## src/rtl/note_pkg.sv

```systemverilog
// Shared note types and helpers for the note history / display producer.
package note_pkg;

  localparam int unsigned NOTE_W = 6;

  typedef logic [NOTE_W-1:0] note_t;

  localparam note_t NOTE_NONE = '0;

  // Stability filter phases: IDLE (cnt=0), COUNTING, LOCKED (cnt==STABLE_CNT)
  typedef enum logic [1:0] {
    FLT_IDLE     = 2'd0,
    FLT_COUNTING = 2'd1,
    FLT_LOCKED   = 2'd2
  } flt_state_e;

  // A note code is meaningful unless it is silence
  function automatic logic note_is_valid(input note_t n);
    return n != NOTE_NONE;
  endfunction

endpackage

```

## src/rtl/note_fifo.sv

```systemverilog
// Upcoming-note FIFO. Power-of-two depth, registered full flag, and a
// look-ahead head (head after this cycle's push/pop) for same-cycle publication.
module note_fifo
  import note_pkg::*;
#(
  parameter int unsigned DEPTH = 4
) (
  input  logic                   clk,
  input  logic                   rst_n,
  input  logic                   push_i,
  input  note_t                  push_data_i,
  input  logic                   pop_i,
  output note_t                  head_o,
  output note_t                  head_next_o,
  output logic [$clog2(DEPTH):0] count_o,
  output logic                   full_o
);

  localparam int unsigned AW = $clog2(DEPTH);

  logic [AW-1:0] wr_ptr_q, wr_ptr_d;
  logic [AW-1:0] rd_ptr_q, rd_ptr_d;
  logic [AW:0]   count_q, count_d;
  logic          full_q, full_d;
  note_t         mem_q [DEPTH];
  logic          push_ok, pop_ok;

  // Pointer/count next state; a push while full is dropped
  always_comb begin
    push_ok  = push_i && !full_q;
    pop_ok   = pop_i && (count_q != '0);
    wr_ptr_d = wr_ptr_q;
    rd_ptr_d = rd_ptr_q;
    count_d  = count_q;
    if (push_ok) wr_ptr_d = wr_ptr_q + AW'(1);
    if (pop_ok)  rd_ptr_d = rd_ptr_q + AW'(1);
    case ({push_ok, pop_ok})
      2'b10:   count_d = count_q + (AW+1)'(1);
      2'b01:   count_d = count_q - (AW+1)'(1);
      default: count_d = count_q;
    endcase
    full_d = (count_d == (AW+1)'(DEPTH));
  end

  // Head now and head after this cycle; the second forwards a push that
  // lands straight in the head slot (push into empty, or push+pop at count 1)
  always_comb begin
    head_o      = (count_q == '0) ? NOTE_NONE : mem_q[rd_ptr_q];
    head_next_o = NOTE_NONE;
    if (count_d != '0) begin
      if (push_ok && (wr_ptr_q == rd_ptr_d)) head_next_o = push_data_i;
      else                                   head_next_o = mem_q[rd_ptr_d];
    end
  end

  // Pointer, count and full-flag registers
  always_ff @(posedge clk or negedge rst_n) begin
    if (!rst_n) begin
      wr_ptr_q <= '0;
      rd_ptr_q <= '0;
      count_q  <= '0;
      full_q   <= 1'b0;
    end else begin
      wr_ptr_q <= wr_ptr_d;
      rd_ptr_q <= rd_ptr_d;
      count_q  <= count_d;
      full_q   <= full_d;
    end
  end

  // Storage write; contents are masked by count so no reset is needed
  always_ff @(posedge clk) begin
    if (push_ok) mem_q[wr_ptr_q] <= push_data_i;
  end

  assign count_o = count_q;
  assign full_o  = full_q;

endmodule

```

## src/rtl/note_history.sv

```systemverilog
// Note history producer: stability filter on the raw note stream,
// past/current shadow history, upcoming-note FIFO, and publication.
// Build option NOTE_FRAME_SYNC_EN: publish only on frame_start; otherwise
// outputs follow the shadow values every cycle and frame_start is ignored.
module note_history
  import note_pkg::*;
#(
  parameter int unsigned STABLE_CNT = 8,
  parameter int unsigned FIFO_DEPTH = 4
) (
  input  logic  clk,
  input  logic  reset,
  input  note_t note_in,
  input  logic  note_valid,
  input  note_t up_data,
  input  logic  up_valid,
  output logic  up_ready,
  input  logic  frame_start,
  output note_t past,
  output note_t current,
  output note_t future,
  output logic  match
);

  localparam logic [7:0] STABLE_C = 8'(STABLE_CNT);

  flt_state_e state_q, state_d;
  note_t      cand_q, cand_d;
  logic [7:0] cnt_q, cnt_d;
  logic       accept;

  note_t      sh_past_q, sh_past_d;
  note_t      sh_cur_q, sh_cur_d;
  note_t      past_q, cur_q, fut_q;
  logic       match_q;

  note_t                        fifo_head, fifo_head_next;
  logic [$clog2(FIFO_DEPTH):0]  fifo_count;
  logic                         fifo_full;
  logic                         pop;

  // Stability filter: acceptance fires once, on the sample where cnt reaches STABLE_CNT
  always_comb begin
    cand_d  = cand_q;
    cnt_d   = cnt_q;
    state_d = state_q;
    accept  = 1'b0;
    if (note_valid) begin
      if (note_in != cand_q) begin
        cand_d  = note_in;
        cnt_d   = 8'd1;
        accept  = (STABLE_C == 8'd1);
        state_d = accept ? FLT_LOCKED : FLT_COUNTING;
      end else if (cnt_q < STABLE_C) begin
        cnt_d   = cnt_q + 8'd1;
        accept  = (cnt_d == STABLE_C);
        state_d = accept ? FLT_LOCKED : FLT_COUNTING;
      end
    end
  end

  // History update and FIFO pop on acceptance of a real, non-repeated note
  always_comb begin
    sh_past_d = sh_past_q;
    sh_cur_d  = sh_cur_q;
    pop       = accept && note_is_valid(note_in) &&
                (fifo_count != '0) && (note_in == fifo_head);
    if (accept && note_is_valid(note_in) && (note_in != sh_cur_q)) begin
      sh_past_d = sh_cur_q;
      sh_cur_d  = note_in;
    end
  end

  note_fifo #(.DEPTH(FIFO_DEPTH)) u_fifo (
    .clk         (clk),
    .rst_n       (reset),
    .push_i      (up_valid),
    .push_data_i (up_data),
    .pop_i       (pop),
    .head_o      (fifo_head),
    .head_next_o (fifo_head_next),
    .count_o     (fifo_count),
    .full_o      (fifo_full)
  );

  // Filter and shadow registers
  always_ff @(posedge clk or negedge reset) begin
    if (!reset) begin
      state_q   <= FLT_IDLE;
      cand_q    <= NOTE_NONE;
      cnt_q     <= '0;
      sh_past_q <= NOTE_NONE;
      sh_cur_q  <= NOTE_NONE;
      match_q   <= 1'b0;
    end else begin
      state_q   <= state_d;
      cand_q    <= cand_d;
      cnt_q     <= cnt_d;
      sh_past_q <= sh_past_d;
      sh_cur_q  <= sh_cur_d;
      match_q   <= pop;
    end
  end

  // Publication; uses next-state shadow values so a coincident acceptance
  // or pop is already visible in the published codes
  always_ff @(posedge clk or negedge reset) begin
    if (!reset) begin
      past_q <= NOTE_NONE;
      cur_q  <= NOTE_NONE;
      fut_q  <= NOTE_NONE;
    end else begin
`ifdef NOTE_FRAME_SYNC_EN
      if (frame_start) begin
        past_q <= sh_past_d;
        cur_q  <= sh_cur_d;
        fut_q  <= fifo_head_next;
      end
`else
      past_q <= sh_past_d;
      cur_q  <= sh_cur_d;
      fut_q  <= fifo_head_next;
`endif
    end
  end

`ifndef NOTE_FRAME_SYNC_EN
  // frame_start has no function in free-running publication
  logic unused_frame_start;
  assign unused_frame_start = frame_start;
`endif

  assign up_ready = !fifo_full;
  assign past     = past_q;
  assign current  = cur_q;
  assign future   = fut_q;
  assign match    = match_q;

endmodule

```

## config.mk

```make
export PLATFORM = sky130hd
export DESIGN_NAME = note_history
export DESIGN_NICKNAME = d
export VERILOG_FILES = /design/src/rtl/note_pkg.sv /design/src/rtl/note_fifo.sv /design/src/rtl/note_history.sv
export SDC_FILE = /design/constraint.sdc
export NUM_CORES = 1
export LEC_CHECK = 0
export CORE_UTILIZATION = 40
export CTS_CLUSTER_DIAMETER = 40
export DETAILED_ROUTE_END_ITERATION = 8
export GPL_TIMING_DRIVEN = 0
export MAX_ROUTING_LAYER = met4
export PLACE_DENSITY = 0.7
export SLEW_MARGIN = 10
export SYNTH_ARGS = -nofsm -noshare
export SYNTH_HDL_FRONTEND = slang
export SYNTH_HIERARCHICAL = 1
export SYNTH_SLANG_ARGS = --single-unit
```

## constraint.sdc

```tcl
create_clock -name clk -period 6.33 [get_ports clk]
set_input_delay 1.266 -clock clk [delete_from_list [all_inputs] [get_ports clk]]
set_output_delay 1.266 -clock clk [all_outputs]
set_load 0.02 [all_outputs]
```

==> results.yml <==
drt:
  first_pass_iters: 5
  wl_per_cell_um: 14.8
  drt_wl_total_um: 6570
  vias: 2344
  drtIter0Drc: 84
  avgViaCountPerCell: 5.27
  postRouteAntennaNets: 0
  route.detailed.drc: 0
floorplanning:
  chipHeight_um: 95.3
  die_w_um: 95.3
  initial_core_util_pct: 41.8
  die-area_um2: 9090
  design.core.area_um2: 8340
  rows: 33
  pin_count: 37
synthesis:
  yosys.area.top_type: "dfrtp_1"
  synth_top_cell_area_share_pct: 29.5
  synthTopCellsByArea: "dfrtp_1 29%, edfxtp_1 21%, xnor2_1 5.3%"
  ys_seq_area_share_pct: 50.1
  syn_inst: 295
  synthesis.nets: 319
  ys_warn_count: 6
  synth_cell_types: 50
  async_reset_ff_share_pct: 63.1
  ys_ff_latch: 65
  synth_edf_count: 24
  syn_area_per_cell_um2: 11.8
  ys_dominant_reg_cell: "dfrtp_1"
  syn_area_um2: 3480
timing:
  hold_viol_final: 0
  clock.fmax_ghz: 0.211
  min_period_ps: 4740
  layout_setup_ws_ps: 1590
  setup_tns_ps: 0
  setup_violations: 0
  fin_skew_ps: 8.40
  tightest_slew_ps: 709
  report.final.slew_viol_count: 0
  slew_headroom_pct: 52.4
  rsz0062_at_grt: "false"
  post-route-period-util_pct: 74.9
setup_path:
  worstPathCellList: "buf_6, or4b_4, nor3_4, nand3_1, nor4_1, o31ai_4, inv_1, buf_6, ha_1, inv_1, fa_1, xor2_1, or3_1, nand3_1, o31ai_1, a31oi_1"
  crit_arrival_ps: 4990
  worst-path-max-fanout: 10
  worst_setup_path_start_kind: "input pin"
  critical_path_class: "in -> reg"
  regToRegStartpoint: "u_fifo/rd_ptr_q[0]"
  cp-end-kind: "register"
  cp-startpoint: "note_valid"
  required_ps: 6580
  slowest_delay_ps: 580
  cpMaxStageDelayCell: "nor4_1"
power:
  power_leakage_nw: 1.65
  power_frac_comb_pct: 25.5
  clock_power_share_pct: 33.7
  p_int_mw: 0.972
  irDropWorstVdd_mv: 0.207
  netSwitchingFraction_pct: 29.3
  switchingPower_mw: 0.402
  powerDensity_nw_per_um2: 329
  power.share.sequential_pct: 40.8
status:
  status: "complete, no violations"
clocking:
  cts_resized: 0
  clockBufferDepth: 2
  cts_sinks: 65
  cts_setup_buffers: 0
  cts_buffers: 9
  cts.hold.buffers_added: 0
  clkLatencyLatePin_ps: 340
  clockRootBuffer: "clkbuf_8"
  h-tree-depth: 3
  path_clk_slew_ps: 70
  cts_tree: "built"
placement:
  placedCellCount: 429
  place_ws_ps: 1200
  io_buffer_count: 28
  place_congestion: 0.835
  dp_hpwl_um: 5080
finish:
  area_delta_synth_final_pct: 19.9
  layout.nets: 359
  final_common_cell: "dfrtp_1"
  final_cells: 445
  final_cell_mix: "41 x dfrtp_1, 27 x clkdlybuf4s50_1, 24 x edfxtp_1, 21 x xnor2_1, 13 x o21ai_1"
  n_antenna_cell: 0
  drive_gt1_share_pct: 16.8
  utilization_pct: 50.1
global_routing:
  grt_max_degree: 26
  grt_use_total_pct: 17.2
  grt_pass1_vias: 2395
  antenna_found_initial: 0
  grt_pass1_wl_um: 11500
  grt.overflow.total: 0
run:
  drv_cap: 0
worst_hold_path:
  worstHoldPathType: "reg -> reg"
  hp-start: "cnt_q[7]"
[worst max-delay path: cells and delay by family]
kind                       cells  cell delay, ps
buffers and inverters          4             500
adders and majority gates      2             550
and+or+nand+nor                6            2000
AOI/OAI and AO/OA              3             500
xor gates and xnor gates       1             160
[synthesized netlist by cell type, types with 5 or more instances]
library cell,instances
a211oi_1,10
a31oi_1,5
and2_1,10
and3_1,5
buf_6,6
clkbuf_1,7
dfrtp_1,41
edfxtp_1,24
ha_1,6
inv_1,12
mux2_2,8
mux2_4,10
mux2i_1,7
nand2_1,11
nor2_1,7
nor2b_1,10
nor3_1,11
o211ai_1,5
o21ai_0,8
o21ai_1,13
o31ai_1,7
or3_1,6
xnor2_1,21
[metal layers]
| layer | track usage [%] | share of wire [%] | up-vias | routed length, um |
|---|---|---|---|---|
| met5 | - | 0 | - | 0 |
| met4 | 5.43 | 1.2 | 0 | 76 |
| met3 | 5.34 | 4.9 | 8 | 322 |
| met2 | 27.8 | 49 | 55 | 3230 |
| met1 | 20.6 | 45 | 1137 | 2930 |
| li1 | - | - | 1144 | - |
[final timing paths]
check	to	cells past startpoint	slack, ps
min reg2reg	cnt_q[7]	1	500
max reg2reg	future[5]	18	1840
max	future[5]	16	1590
max in group asynchronous	u_fifo/wr_ptr_q[1]	2	5020
min	cnt_q[7]	1	500
min in group asynchronous	past[3]	1	850
[logic make-up (layout without fill, tap and decap cells)]
| kind of cell | after synthesis | after routing | share of synthesized area [%] |
|---|---|---|---|
| fa+ha+maj | 7 | 7 | 2.73 |
| simple gates | 81 | 81 | 14.3 |
| compound gates | 56 | 56 | 10.8 |
| mux | 27 | 27 | 9.55 |
| flops | 65 | 65 | 50.1 |
| xor+xnor | 25 | 25 | 6.29 |
| buf+inv | 34 | 79 | 6.21 |
[metrics by stage]
| stage | hold slack (ps) | instance area (um2) | power (mW) |
|---|---|---|---|
| global route | 509 | 4180 | 1.46 |
| CTS | 500 | 4180 | 1.39 |
| floorplan | 455 | 3480 | 0.801 |
| global placement | 473 | 3890 | 0.912 |
| finish | 498 | 4180 | 1.37 |
| detailed placement | 478 | 3910 | 0.924 |
[area by class of cell]
type	count	area [um2]
fillers	746	4170
plain buffers	20	164
inverters	14	52.6
clock buffers	9	124
well taps	105	131
repair buffers	29	295
clock inverters	7	141
multi-input cells	196	1520
flip-flops and latches	65	1750
[power by group through the flow]
stage	clock, mW	sequential (mW)	combinational, mW
final	0.463	0.561	0.350
after global routing	0.493	0.573	0.396
after CTS	0.474	0.562	0.355
after detailed placement	0	0.570	0.354
after global placement	0	0.569	0.343
after floorplan	0	0.585	0.215
[flip-flops by register name, summed over array words and instances (netlist names)]
| register | flops |
|---|---|
| cand_q | 6 |
| u_fifo/full_o | 1 |
| past | 6 |
| u_fifo/wr_ptr_q | 2 |
| current | 6 |
| future | 6 |
| match | 1 |
| cnt_q | 8 |
| u_fifo/mem_q | 24 |
| u_fifo/count_o | 3 |
| u_fifo/rd_ptr_q | 2 |
No activity file was read; power rests on OpenSTA's default activity.
